## src/rtl/countdown_timer_if.sv

```systemverilog
// ---------------------------------------------------------------------------
// countdown_timer_if
//
// Purpose:
//   Groups the command, preset and status signals of the MM:SS countdown
//   timer so the controller side and the timer can be connected as one bundle.
//
// Signals:
//   tick            one-cycle count enable (1 Hz strobe)
//   load            capture load_* digits as preset and current count
//   load_min_tens   preset minutes tens  (4-bit BCD)
//   load_min_ones   preset minutes ones  (4-bit BCD)
//   load_sec_tens   preset seconds tens  (4-bit BCD)
//   load_sec_ones   preset seconds ones  (4-bit BCD)
//   start           start / resume the countdown
//   pause           suspend the countdown
//   clear           abort, zero the count, return to idle
//   min_tens .. sec_ones   current count digits
//   running         high while counting
//   expired         high while latched at 00:00
//   done            one-cycle pulse on reaching 00:00
//   borrow_out      one-cycle pulse when the seconds wrap 00 -> 59
//
// Modports:
//   master  drives commands and presets, observes the count and status
//   slave   the timer itself
// ---------------------------------------------------------------------------
interface countdown_timer_if;

   logic       tick;
   logic       load;
   logic [3:0] load_min_tens;
   logic [3:0] load_min_ones;
   logic [3:0] load_sec_tens;
   logic [3:0] load_sec_ones;
   logic       start;
   logic       pause;
   logic       clear;

   logic [3:0] min_tens;
   logic [3:0] min_ones;
   logic [3:0] sec_tens;
   logic [3:0] sec_ones;
   logic       running;
   logic       expired;
   logic       done;
   logic       borrow_out;

   modport master (
      output tick, load, load_min_tens, load_min_ones, load_sec_tens,
             load_sec_ones, start, pause, clear,
      input  min_tens, min_ones, sec_tens, sec_ones, running, expired,
             done, borrow_out
   );

   modport slave (
      input  tick, load, load_min_tens, load_min_ones, load_sec_tens,
             load_sec_ones, start, pause, clear,
      output min_tens, min_ones, sec_tens, sec_ones, running, expired,
             done, borrow_out
   );

endinterface

```

## src/rtl/countdown_timer.sv

```systemverilog
// ---------------------------------------------------------------------------
// countdown_timer
//
// Purpose:
//   Loadable MM:SS BCD countdown timer. Each tick while running decrements
//   the count by one second, borrowing ones -> tens -> minutes. Reaching
//   00:00 pulses done and latches expiry; a seconds wrap (xx:00 -> xx:59)
//   pulses borrow_out for downstream display/alarm logic.
//
// Ports:
//   clk    system clock, all logic on the rising edge
//   rst_n  synchronous active-low reset
//   bus    countdown_timer_if.slave: commands, preset digits, count, status
//
// Parameters:
//   SEC_TENS_MAX  largest seconds-tens digit; a seconds borrow reloads it
//   MIN_TENS_MAX  largest minutes-tens digit accepted at load
//
// Build option:
//   AUTO_RELOAD_EN  when defined, expiry reloads the preset and keeps
//                   counting instead of latching at 00:00 (unless the
//                   preset itself is 00:00).
// ---------------------------------------------------------------------------
module countdown_timer #(
   parameter logic [3:0] SEC_TENS_MAX = 4'd5,
   parameter logic [3:0] MIN_TENS_MAX = 4'd9
) (
   input  logic             clk,
   input  logic             rst_n,
   countdown_timer_if.slave bus
);

   localparam logic [1:0] ST_IDLE  = 2'd0;
   localparam logic [1:0] ST_RUN   = 2'd1;
   localparam logic [1:0] ST_PAUSE = 2'd2;
   localparam logic [1:0] ST_DONE  = 2'd3;

   logic [1:0] state_q, state_d;

   logic [3:0] minTens_q, minTens_d;
   logic [3:0] minOnes_q, minOnes_d;
   logic [3:0] secTens_q, secTens_d;
   logic [3:0] secOnes_q, secOnes_d;

   logic [3:0] preMinTens_q, preMinTens_d;
   logic [3:0] preMinOnes_q, preMinOnes_d;
   logic [3:0] preSecTens_q, preSecTens_d;
   logic [3:0] preSecOnes_q, preSecOnes_d;

   logic done_q, done_d;
   logic borrow_q, borrow_d;

   logic [3:0] clMinTens, clMinOnes, clSecTens, clSecOnes;
   logic [3:0] decMinTens, decMinOnes, decSecTens, decSecOnes;
   logic       secOnesBorrow, secTensBorrow, minOnesBorrow;
   logic       countIsZero, decIsZero;
   logic       loadOk, pauseOk, startOk, tickOk;

   function automatic logic [3:0] clampDigit(input logic [3:0] v,
                                             input logic [3:0] lim);
      return (v > lim) ? lim : v;
   endfunction

   // Preset digits are clamped per digit so an illegal BCD preset can never
   // put the counter into a state the borrow chain cannot walk back from.
   always_comb begin
      clMinTens = clampDigit(bus.load_min_tens, MIN_TENS_MAX);
      clMinOnes = clampDigit(bus.load_min_ones, 4'd9);
      clSecTens = clampDigit(bus.load_sec_tens, SEC_TENS_MAX);
      clSecOnes = clampDigit(bus.load_sec_ones, 4'd9);
   end

   // One-second decrement with the borrow rippling from the seconds ones
   // digit up to the minutes tens digit. The count is never 00:00 while
   // running, so minutes tens cannot underflow.
   always_comb begin
      secOnesBorrow = (secOnes_q == 4'd0);
      secTensBorrow = secOnesBorrow && (secTens_q == 4'd0);
      minOnesBorrow = secTensBorrow && (minOnes_q == 4'd0);

      decSecOnes = secOnesBorrow ? 4'd9 : (secOnes_q - 4'd1);
      decSecTens = secTens_q;
      decMinOnes = minOnes_q;
      decMinTens = minTens_q;
      if (secOnesBorrow) begin
         decSecTens = (secTens_q == 4'd0) ? SEC_TENS_MAX : (secTens_q - 4'd1);
      end
      if (secTensBorrow) begin
         decMinOnes = (minOnes_q == 4'd0) ? 4'd9 : (minOnes_q - 4'd1);
      end
      if (minOnesBorrow) begin
         decMinTens = minTens_q - 4'd1;
      end

      countIsZero = ({minTens_q, minOnes_q, secTens_q, secOnes_q} == 16'h0000);
      decIsZero   = ({decMinTens, decMinOnes, decSecTens, decSecOnes} == 16'h0000);
   end

   // A command that is ignored in the current state does not block the
   // lower-priority commands below it; each qualifier already includes the
   // state in which the command is meaningful.
   always_comb begin
      loadOk  = bus.load  && ((state_q == ST_IDLE) || (state_q == ST_DONE));
      pauseOk = bus.pause && (state_q == ST_RUN);
      startOk = bus.start && (((state_q == ST_IDLE) && !countIsZero) ||
                              (state_q == ST_PAUSE));
      tickOk  = bus.tick  && (state_q == ST_RUN);
   end

   // Next-state logic, priority clear > load > pause > start > tick.
   // done and borrow_out default low so they can only ever be single-cycle.
   always_comb begin
      state_d      = state_q;
      minTens_d    = minTens_q;
      minOnes_d    = minOnes_q;
      secTens_d    = secTens_q;
      secOnes_d    = secOnes_q;
      preMinTens_d = preMinTens_q;
      preMinOnes_d = preMinOnes_q;
      preSecTens_d = preSecTens_q;
      preSecOnes_d = preSecOnes_q;
      done_d       = 1'b0;
      borrow_d     = 1'b0;

      if (bus.clear) begin
         state_d   = ST_IDLE;
         minTens_d = 4'd0;
         minOnes_d = 4'd0;
         secTens_d = 4'd0;
         secOnes_d = 4'd0;
      end else if (loadOk) begin
         state_d      = ST_IDLE;
         minTens_d    = clMinTens;
         minOnes_d    = clMinOnes;
         secTens_d    = clSecTens;
         secOnes_d    = clSecOnes;
         preMinTens_d = clMinTens;
         preMinOnes_d = clMinOnes;
         preSecTens_d = clSecTens;
         preSecOnes_d = clSecOnes;
      end else if (pauseOk) begin
         state_d = ST_PAUSE;
      end else if (startOk) begin
         state_d = ST_RUN;
      end else if (tickOk) begin
         minTens_d = decMinTens;
         minOnes_d = decMinOnes;
         secTens_d = decSecTens;
         secOnes_d = decSecOnes;
         if (decIsZero) begin
            done_d  = 1'b1;
            state_d = ST_DONE;
`ifdef AUTO_RELOAD_EN
            // A 00:00 preset would reload straight into expiry, so it
            // latches DONE exactly as the non-reloading build does.
            if ({preMinTens_q, preMinOnes_q, preSecTens_q, preSecOnes_q} != 16'h0000) begin
               state_d   = ST_RUN;
               minTens_d = preMinTens_q;
               minOnes_d = preMinOnes_q;
               secTens_d = preSecTens_q;
               secOnes_d = preSecOnes_q;
            end
`endif
         end else begin
            borrow_d = secTensBorrow;
         end
      end
   end

   // State, count, preset and pulse registers with synchronous reset.
   always_ff @(posedge clk) begin
      if (!rst_n) begin
         state_q      <= ST_IDLE;
         minTens_q    <= 4'd0;
         minOnes_q    <= 4'd0;
         secTens_q    <= 4'd0;
         secOnes_q    <= 4'd0;
         preMinTens_q <= 4'd0;
         preMinOnes_q <= 4'd0;
         preSecTens_q <= 4'd0;
         preSecOnes_q <= 4'd0;
         done_q       <= 1'b0;
         borrow_q     <= 1'b0;
      end else begin
         state_q      <= state_d;
         minTens_q    <= minTens_d;
         minOnes_q    <= minOnes_d;
         secTens_q    <= secTens_d;
         secOnes_q    <= secOnes_d;
         preMinTens_q <= preMinTens_d;
         preMinOnes_q <= preMinOnes_d;
         preSecTens_q <= preSecTens_d;
         preSecOnes_q <= preSecOnes_d;
         done_q       <= done_d;
         borrow_q     <= borrow_d;
      end
   end

   assign bus.min_tens   = minTens_q;
   assign bus.min_ones   = minOnes_q;
   assign bus.sec_tens   = secTens_q;
   assign bus.sec_ones   = secOnes_q;
   assign bus.running    = (state_q == ST_RUN);
   assign bus.expired    = (state_q == ST_DONE);
   assign bus.done       = done_q;
   assign bus.borrow_out = borrow_q;

endmodule

```

## src/flat_wrapper.sv

```systemverilog
// flat-port wrapper written by rule: the top's interface ports become plain ports
module countdown_timer_flat 
#(
   parameter logic [3:0] SEC_TENS_MAX = 4'd5,
   parameter logic [3:0] MIN_TENS_MAX = 4'd9
)
  (clk, rst_n, bus_tick, bus_load, bus_load_min_tens, bus_load_min_ones, bus_load_sec_tens, bus_load_sec_ones, bus_start, bus_pause, bus_clear, bus_min_tens, bus_min_ones, bus_sec_tens, bus_sec_ones, bus_running, bus_expired, bus_done, bus_borrow_out);
  countdown_timer_if bus_i ();
  input  logic clk;
  input  logic rst_n;
  input wire logic [$bits(bus_i.tick)-1:0] bus_tick;
  input wire logic [$bits(bus_i.load)-1:0] bus_load;
  input wire logic [$bits(bus_i.load_min_tens)-1:0] bus_load_min_tens;
  input wire logic [$bits(bus_i.load_min_ones)-1:0] bus_load_min_ones;
  input wire logic [$bits(bus_i.load_sec_tens)-1:0] bus_load_sec_tens;
  input wire logic [$bits(bus_i.load_sec_ones)-1:0] bus_load_sec_ones;
  input wire logic [$bits(bus_i.start)-1:0] bus_start;
  input wire logic [$bits(bus_i.pause)-1:0] bus_pause;
  input wire logic [$bits(bus_i.clear)-1:0] bus_clear;
  output wire logic [$bits(bus_i.min_tens)-1:0] bus_min_tens;
  output wire logic [$bits(bus_i.min_ones)-1:0] bus_min_ones;
  output wire logic [$bits(bus_i.sec_tens)-1:0] bus_sec_tens;
  output wire logic [$bits(bus_i.sec_ones)-1:0] bus_sec_ones;
  output wire logic [$bits(bus_i.running)-1:0] bus_running;
  output wire logic [$bits(bus_i.expired)-1:0] bus_expired;
  output wire logic [$bits(bus_i.done)-1:0] bus_done;
  output wire logic [$bits(bus_i.borrow_out)-1:0] bus_borrow_out;
  assign bus_i.tick = bus_tick;
  assign bus_i.load = bus_load;
  assign bus_i.load_min_tens = bus_load_min_tens;
  assign bus_i.load_min_ones = bus_load_min_ones;
  assign bus_i.load_sec_tens = bus_load_sec_tens;
  assign bus_i.load_sec_ones = bus_load_sec_ones;
  assign bus_i.start = bus_start;
  assign bus_i.pause = bus_pause;
  assign bus_i.clear = bus_clear;
  assign bus_min_tens = bus_i.min_tens;
  assign bus_min_ones = bus_i.min_ones;
  assign bus_sec_tens = bus_i.sec_tens;
  assign bus_sec_ones = bus_i.sec_ones;
  assign bus_running = bus_i.running;
  assign bus_expired = bus_i.expired;
  assign bus_done = bus_i.done;
  assign bus_borrow_out = bus_i.borrow_out;
  countdown_timer #(.SEC_TENS_MAX(SEC_TENS_MAX), .MIN_TENS_MAX(MIN_TENS_MAX)) u_core (.clk(clk), .rst_n(rst_n), .bus(bus_i));
endmodule
```

## config.mk

```make
export PLATFORM = sky130hd
export DESIGN_NAME = countdown_timer_flat
export DESIGN_NICKNAME = d
export VERILOG_FILES = /design/src/rtl/countdown_timer_if.sv /design/src/rtl/countdown_timer.sv /design/src/flat_wrapper.sv
export SDC_FILE = /design/constraint.sdc
export NUM_CORES = 1
export LEC_CHECK = 0
export CORE_AREA = 5 5 60 62
export DETAILED_ROUTE_END_ITERATION = 16
export DIE_AREA = 0 0 65 67
export GPL_ROUTABILITY_DRIVEN = 0
export GPL_TIMING_DRIVEN = 0
export PLACE_DENSITY = 0.77
export SLEW_MARGIN = 5
export SYNTH_ARGS = -nofsm -noshare
export SYNTH_HDL_FRONTEND = slang
export SYNTH_SLANG_ARGS = --single-unit
```

## constraint.sdc

```tcl
create_clock -name clk -period 2.3 [get_ports clk]
set_input_delay 0.23 -clock clk [delete_from_list [all_inputs] [get_ports clk]]
set_output_delay 0.23 -clock clk [all_outputs]
set_load 0.01 [all_outputs]
```

==> results of run 1 <==
synth_stat cells (3+ instances only):
master and n:
dfxtp_1 20, a211o_1 3, nor3_2 3, o21ai_0 8, inv_1 6, nand4_1 3, nand2b_1 3, xnor2_1 5
nor4_2 5, nor3_1 4, a31oi_1 3, nor2_1 15, a21oi_1 6, clkbuf_1 3, or3_1 4, ha_1 6
nand2_1 16, nor3b_1 3, mux2i_1 4
cells by family (layout without fill, tap and decap cells):
group,after synthesis,count (layout),synth area share
flip-flops,20,20,0.305
buffers and inverters,11,58,0.0429
XOR/XNOR,7,7,0.0467
adder cells (fa/ha/maj),6,6,0.0571
multiplexers,4,4,0.0305
AND/OR/NAND/NOR,67,67,0.307
AO/OA/AOI/OAI,37,37,0.211
routing by layer:
layer | vias up | GRT usage
met5 | - | 0
met4 | 0 | 0.0396
met1 | 650 | 0.209
met2 | 65 | 0.332
met3 | 6 | 0.0438
li1 | 662 | -
how the worst min path moves through the flow:
stage	startpoint	cells after the start	slack, ps	to
after detailed placement	u_core.bus.sec_tens[3]$_SDFFE_PP0P_	2	470	u_core.bus.sec_tens[3]$_SDFFE_PP0P_
after global routing	u_core.bus.sec_tens[3]$_SDFFE_PP0P_	2	540	u_core.bus.sec_tens[3]$_SDFFE_PP0P_
after CTS	u_core.bus.sec_tens[3]$_SDFFE_PP0P_	2	490	u_core.bus.sec_tens[3]$_SDFFE_PP0P_
final	bus_load_sec_ones[1]	3	510	u_core.bus.sec_ones[1]$_SDFFE_PP0P_
after floorplan	bus_pause	1	320	u_core.state_q[0]$_SDFFE_PP0P_
after global placement	u_core.bus.sec_tens[3]$_SDFFE_PP0P_	2	470	u_core.bus.sec_tens[3]$_SDFFE_PP0P_
area by class of cell:
class                      count  area share
multi-input combinational    121       0.483
timing repair buffer          44       0.235
sequential                    20       0.217
tap                           33      0.0223
buffer                         5      0.0182
clock buffer                   3      0.0122
inverter                       6      0.0122
metrics by stage:
| step | worst slack, ps | cells | util |
|---|---|---|---|
| after detailed placement | -20.6 | 227 | 0.596 |
| after CTS | 4.66 | 230 | 0.606 |
| after floorplan | 278 | 152 | - |
| after global routing | -17.4 | 232 | 0.622 |
| after global placement | 73.6 | 227 | 0.596 |
| final | 108 | 232 | 0.622 |
sequential cells by signal, indices dropped and copies added (netlist names):
name and cells:
u_core.bus.borrow_out 1, u_core.bus.sec_tens 4, u_core.bus.sec_ones 4, u_core.state_q 2, u_core.bus.min_tens 4, u_core.bus.done 1
u_core.bus.min_ones 4
power breakdown:
| part | internal [uW] | leakage, uW | switching, uW | total (uW) |
|---|---|---|---|---|
| Combinational | 108 | 0.000463 | 106 | 213 |
| Clock | 61.2 | 0.0000138 | 113 | 174 |
| Sequential | 357 | 0.000163 | 17.6 | 374 |
worst register-to-register path: cells and delay by family, from the launching register on:
kind | cells | cell delay [ps]
AND/OR/NAND/NOR | 3 | 680
AO/OA/AOI/OAI | 2 | 520
flip-flops | 1 | 370
buffers and inverters | 2 | 290
adder cells (fa/ha/maj) | 1 | 230
repair_timing:
| action | in CTS | in global routing |
|---|---|---|
| gates resized for setup | 1 | 6 |
| endpoints found under the hold margin | 0 | 0 |
| pin swaps | 0 | 1 |
| endpoints found under the setup margin | 2 | 10 |
| setup buffers | 0 | 2 |
==> run metrics, run 1 <==
status completed; Max-slew headroom 0.637; n_diodes 0; Hold Buf Count CTS 0; Final Setup Violations 0; top cell type's share of synthesized area 0.305; CP max stage cell dfxtp_2; Post-synth EDFFs 0; Top Metal Used met4; final-report hold violation count 0; final WL between 3 and 4 mm; largest net degree at the start of global routing 11; filler cell count 270; top post-synthesis cells by area dfxtp_1 30%, ha_1 5.7%, nor4_2 4.8%, nand2_1 4.6%, nor2_1 4.3%; DRT met1 WL about 1.6 mm; leakage 0.000640 uW; area leader, netlist dfxtp_1; Die X 65 um; ys async rst share 0; WL/cell around 17 um; post-route cell area 1850 um2; DRT iter0 DRCs between 70 and 80; most frequent cells in the layout 42 x clkdlybuf4s50_1, 19 x dfxtp_1, 16 x nand2_1; Crit path max-delay family simple AND/OR/NAND/NOR gates; Max Slew Vio Count 0; clock latency on the worst-skew pair between 300 and 400 ps; Peak Freq 0.456 GHz; Core ar. 2980 um2; worst setup path endpoint u_core.bus.min_ones[1]$_SDFFE_PP0P_; Met3 Wirelength about 320 um; Post-Synthesis Cells ~150; max-capacitance violation count 0; initial antenna violation count 0; Distinct cells, synth 46; CP peak stage delay 370 ps; Avg Cell Area, Syn slightly below 9 um2; H-Tree Depth 1; Worst-path clk slew 120 ps; Root Driver clkbuf_4; Inserted Clock Buffers 3; routed wl met2 1.92 mm; critical path fanouts, max 10; critical-path cell list inv_1, ha_1, nor4b_2, a41oi_2, buf_6, nor4_2, nor3b_1, a221o_1; CTS tree yes; # port buffers 42; DIE HEIGHT 67 um; most common cell after layout, fill and taps aside clkdlybuf4s50_1; Max VDD drop 0.232 mV; Die ar. around 4400 um2; clk sinks 20; Critical Path AT 2390 ps; ratio of cells with drive above 1 in the final layout 0.121; Worst setup EP type flop; Worst-Margin Slew roughly 540 ps; Global Route Usage Sum 0.180; number of cells on the critical path 8; Hold WS approximately 500 ps; Congestion Overflow GR 0; Crit Path Class reg -> reg; Final ANT Viol Nets 0; Final TNS setup 0 ps; first-pass GRT wire length 6.15 mm; Avg Vias per Cell 5.96; Tcrit/Tclk final 0.953; Initial Util 0.441; I/O Pins 43; number of synthesized register bits 20; R2R depth 8; Seq/Total Area, Yosys 0.305; First-pass DRT Iterations 4; Period minus WS final 2190 ps; Top FF cell, synth dfxtp_1; residual DRC count 0; FF+latch area 402 um2; Post-Syn Nets 181; WP data required 2500 ps; HPWL Detailed a little under 3 mm; flop2flop setup slack 110 ps; CP startpoint kind flop; number of buffers and inverters on the critical path 2; vias in the first global route 1343; Cell Area, Placed 1780 um2; maximum clock insertion buffer count 2; Power Dens Cells 412 nW/um2; # rows 20; via count 1383; clock skew 8.36 ps; fin nets 230; Power, Total 762 uW; crit path from u_core.state_q[0]$_SDFFE_PP0P_; mapped cell area 1310 um2; HP Class in -> reg; Multi-input gate area approximately 900 um2; R2R Path End u_core.bus.min_ones[1]$_SDFFE_PP0P_; Syn. warnings 0; Synth-to-Final Area Change 41.0%; worst r2r src u_core.state_q[0]$_SDFFE_PP0P_
Note: power is estimated with default switching activity, not from simulation.
==> run 2, diff against run 1 <==
--- a/config.mk
+++ b/config.mk
@@ -8,7 +8,6 @@
 export CORE_AREA = 5 5 60 62
 export DETAILED_ROUTE_END_ITERATION = 16
 export DIE_AREA = 0 0 65 67
-export GPL_ROUTABILITY_DRIVEN = 0
 export GPL_TIMING_DRIVEN = 0
 export PLACE_DENSITY = 0.77
 export SLEW_MARGIN = 5
==> results of run 2 <==
Same layout as run 1: the final DEF is identical, and so are final timing and power.
==> run 3, diff against run 2 <==
--- a/config.mk
+++ b/config.mk
@@ -5,11 +5,11 @@
 export SDC_FILE = /design/constraint.sdc
 export NUM_CORES = 1
 export LEC_CHECK = 0
-export CORE_AREA = 5 5 60 62
+export CORE_AREA = 3 3 58 60
 export DETAILED_ROUTE_END_ITERATION = 16
-export DIE_AREA = 0 0 65 67
+export DIE_AREA = 0 0 61 63
 export GPL_TIMING_DRIVEN = 0
-export PLACE_DENSITY = 0.77
+export PLACE_DENSITY = 0.74
 export SLEW_MARGIN = 5
 export SYNTH_ARGS = -nofsm -noshare
 export SYNTH_HDL_FRONTEND = slang
==> run 3 against run 2 <==
- clock power grew 24%
- sequential power is essentially flat
- cell area is the same
- non-clock buffer count is the same
- clock-buffer cell count grew 1
- fmax grew 1.3%
- clock skew shrank 1.4 ps
- sequential share of layout area is the same
- die area shrank 12%
- via count shrank 1.2%
- wire length shrank 5.2%
- combinational power shrank 2%
- critical path type unchanged
- largest cell class unchanged
==> run metrics, run 3 (synthesis gave the netlist of run 1 again) <==
CP max stage cell or3_1; residual DRC count 0 (unchanged); Core ar. 2980 um2 (unchanged); Final ANT Viol Nets 0 (unchanged); n_diodes 0 (unchanged); HPWL Detailed 2.85 mm (-1.6%); Tcrit/Tclk final 0.941 (-0.0125); Max-slew headroom 0.608 (-0.0292); FF+latch area 402 um2 (unchanged); I/O Pins 43 (unchanged); clock skew 6.98 ps (-1.38 ps); Reg power frac 0.468 (-0.023); max-capacitance violation count 0 (unchanged); DRT iter0 DRCs 89 (+14%); Synth-to-Final Area Change 41.0% (unchanged); status completed; via count 1367 (-1.2%); Congestion Overflow GR 0 (unchanged); Worst setup EP type flop; number of buffers and inverters on the critical path 1 (-1); fin nets 230 (unchanged); ratio of cells with drive above 1 in the final layout 0.120 (-0.000603); largest net degree at the start of global routing 12 (+1); switch share 0.297 (-0.0135); clock share of power 0.269 (+0.040); Die X 61 um (-6.2%); Power Dens Cells 431 nW/um2 (+4.7%); First-pass DRT Iterations 5 (+1); Root Driver clkbuf_4; filler cell count 251 (-7.0%); Worst-Margin Slew 587 ps (+42.6 ps); final-report hold violation count 0 (unchanged); Global Route Usage Sum 0.206 (+0.0259); # rows 20 (unchanged); critical-path cell list inv_1, ha_1, nor4b_2, a41oi_2, or3_1, o41ai_1, a31oi_1; Period minus WS final 2160 ps (-28.7 ps); first-pass GRT wire length 6.00 mm (-2.5%); DIE HEIGHT 63 um (-6.0%); RSZ-0062 raised after global routing false; most common cell after layout, fill and taps aside clkdlybuf4s50_1; H-Tree Depth 1 (unchanged); Avg Vias per Cell 5.87 (-1.6%); WP data required 2480 ps (-20 ps); NetSw 237 uW (+0.12%); maximum clock insertion buffer count 2 (unchanged); Inserted Clock Buffers 3 (unchanged); Worst-path clk slew 120 ps (about the same); WL/cell 15.6 um (-5.6%); CP peak stage delay 460 ps (+90 ps); most frequent cells in the layout 42 x clkdlybuf4s50_1, 19 x dfxtp_1, 16 x nand2_1; vias in the first global route 1275 (-5.1%); CP startpoint kind flop; Gate power share 0.262 (-0.018); P_int 561 uW (+6.7%); Die ar. 3840 um2 (-12%); CTS tree yes; Max VDD drop 0.221 mV (-4.7%); Crit Path Class reg -> reg; final WL 3.63 mm (-5.2%); clock latency on the worst-skew pair 310 ps (about the same); Crit path max-delay family simple AND/OR/NAND/NOR gates; critical path fanouts, max 5 (-5); Multi-input gate area 881 um2 (-1.5%); gpl congestion 0.891; Peak Freq 0.462 GHz (+1.3%); HP Class in -> reg; final core utilization 0.622 (unchanged); # port buffers 42 (unchanged); Hold Buf Count CTS 0 (unchanged); Max Slew Vio Count 0 (unchanged); Critical Path AT 2350 ps (-40 ps); clk sinks 20 (unchanged); Final Setup Violations 0 (unchanged); initial antenna violation count 0 (unchanged); leakage 0.000643 uW (+0.50%); Initial Util 0.441 (unchanged); Final TNS setup 0 ps (unchanged)
## run 3: final timing paths
check                                           start                             endpoint  slack [ps]  depth (start not counted)
setup / recovery       u_core.state_q[0]$_SDFFE_PP0P_  u_core.bus.min_ones[3]$_SDFFE_PP0P_         140                          7
hold / removal                   bus_load_sec_ones[1]  u_core.bus.sec_ones[1]$_SDFFE_PP0P_         500                          3
setup reg to reg       u_core.state_q[0]$_SDFFE_PP0P_  u_core.bus.min_ones[3]$_SDFFE_PP0P_         140                          7
hold reg to reg   u_core.bus.sec_tens[3]$_SDFFE_PP0P_  u_core.bus.sec_tens[3]$_SDFFE_PP0P_         510                          2
## run 3: tightest hold or removal path, delay by kind of cell
kind	cells	cell delay, ps
AOI/OAI and AO/OA	1	50
buffers and inverters	1	420
and+or+nand+nor	1	70
## run 3: final cells by class
type | count | share of cell area
Buffer | 5 | 0.0182
Tap cell | 33 | 0.0223
Inverter | 6 | 0.0122
Multi-Input combinational cell | 121 | 0.476
Timing Repair Buffer | 44 | 0.235
Sequential cell | 20 | 0.217
Clock buffer | 4 | 0.0196
## run 3: through the flow
| step | instance area (um2) | std cells | hold slack (ps) | setup WS (ps) | power (uW) |
|---|---|---|---|---|---|
| 6_report | 1850 | 233 | 495 | 136 | 798 |
| 3_3_place_gp | 1780 | 227 | 460 | 67.8 | 573 |
| 4_1_cts | 1810 | 231 | 485 | 0.0735 | 790 |
| 5_1_grt | 1850 | 233 | 478 | 12.8 | 839 |
| 2_1_floorplan | 1310 | 152 | 325 | 278 | 487 |
| 3_5_place_dp | 1780 | 227 | 469 | 27.6 | 578 |
## run 3: power groups by stage
stage | sequential, uW | clock [uW] | combinational (uW)
finish | 374 | 215 | 209
detailed placement | 380 | 0 | 198
global placement | 379 | 0 | 194
floorplan | 381 | 0 | 105
CTS | 372 | 219 | 199
global route | 376 | 235 | 229
## run 3: layer usage
metal  global-route usage  share of wire
met5                    0              0
met4               0.0569          0.013
met3               0.0310          0.063
met2                0.336           0.51
met1                0.277           0.42
## run 3: what timing repair did
action | CTS | global route
gates resized for setup | 0 | 5
buffers inserted | 0 | 2
setup endpoints to repair | 0 | 10
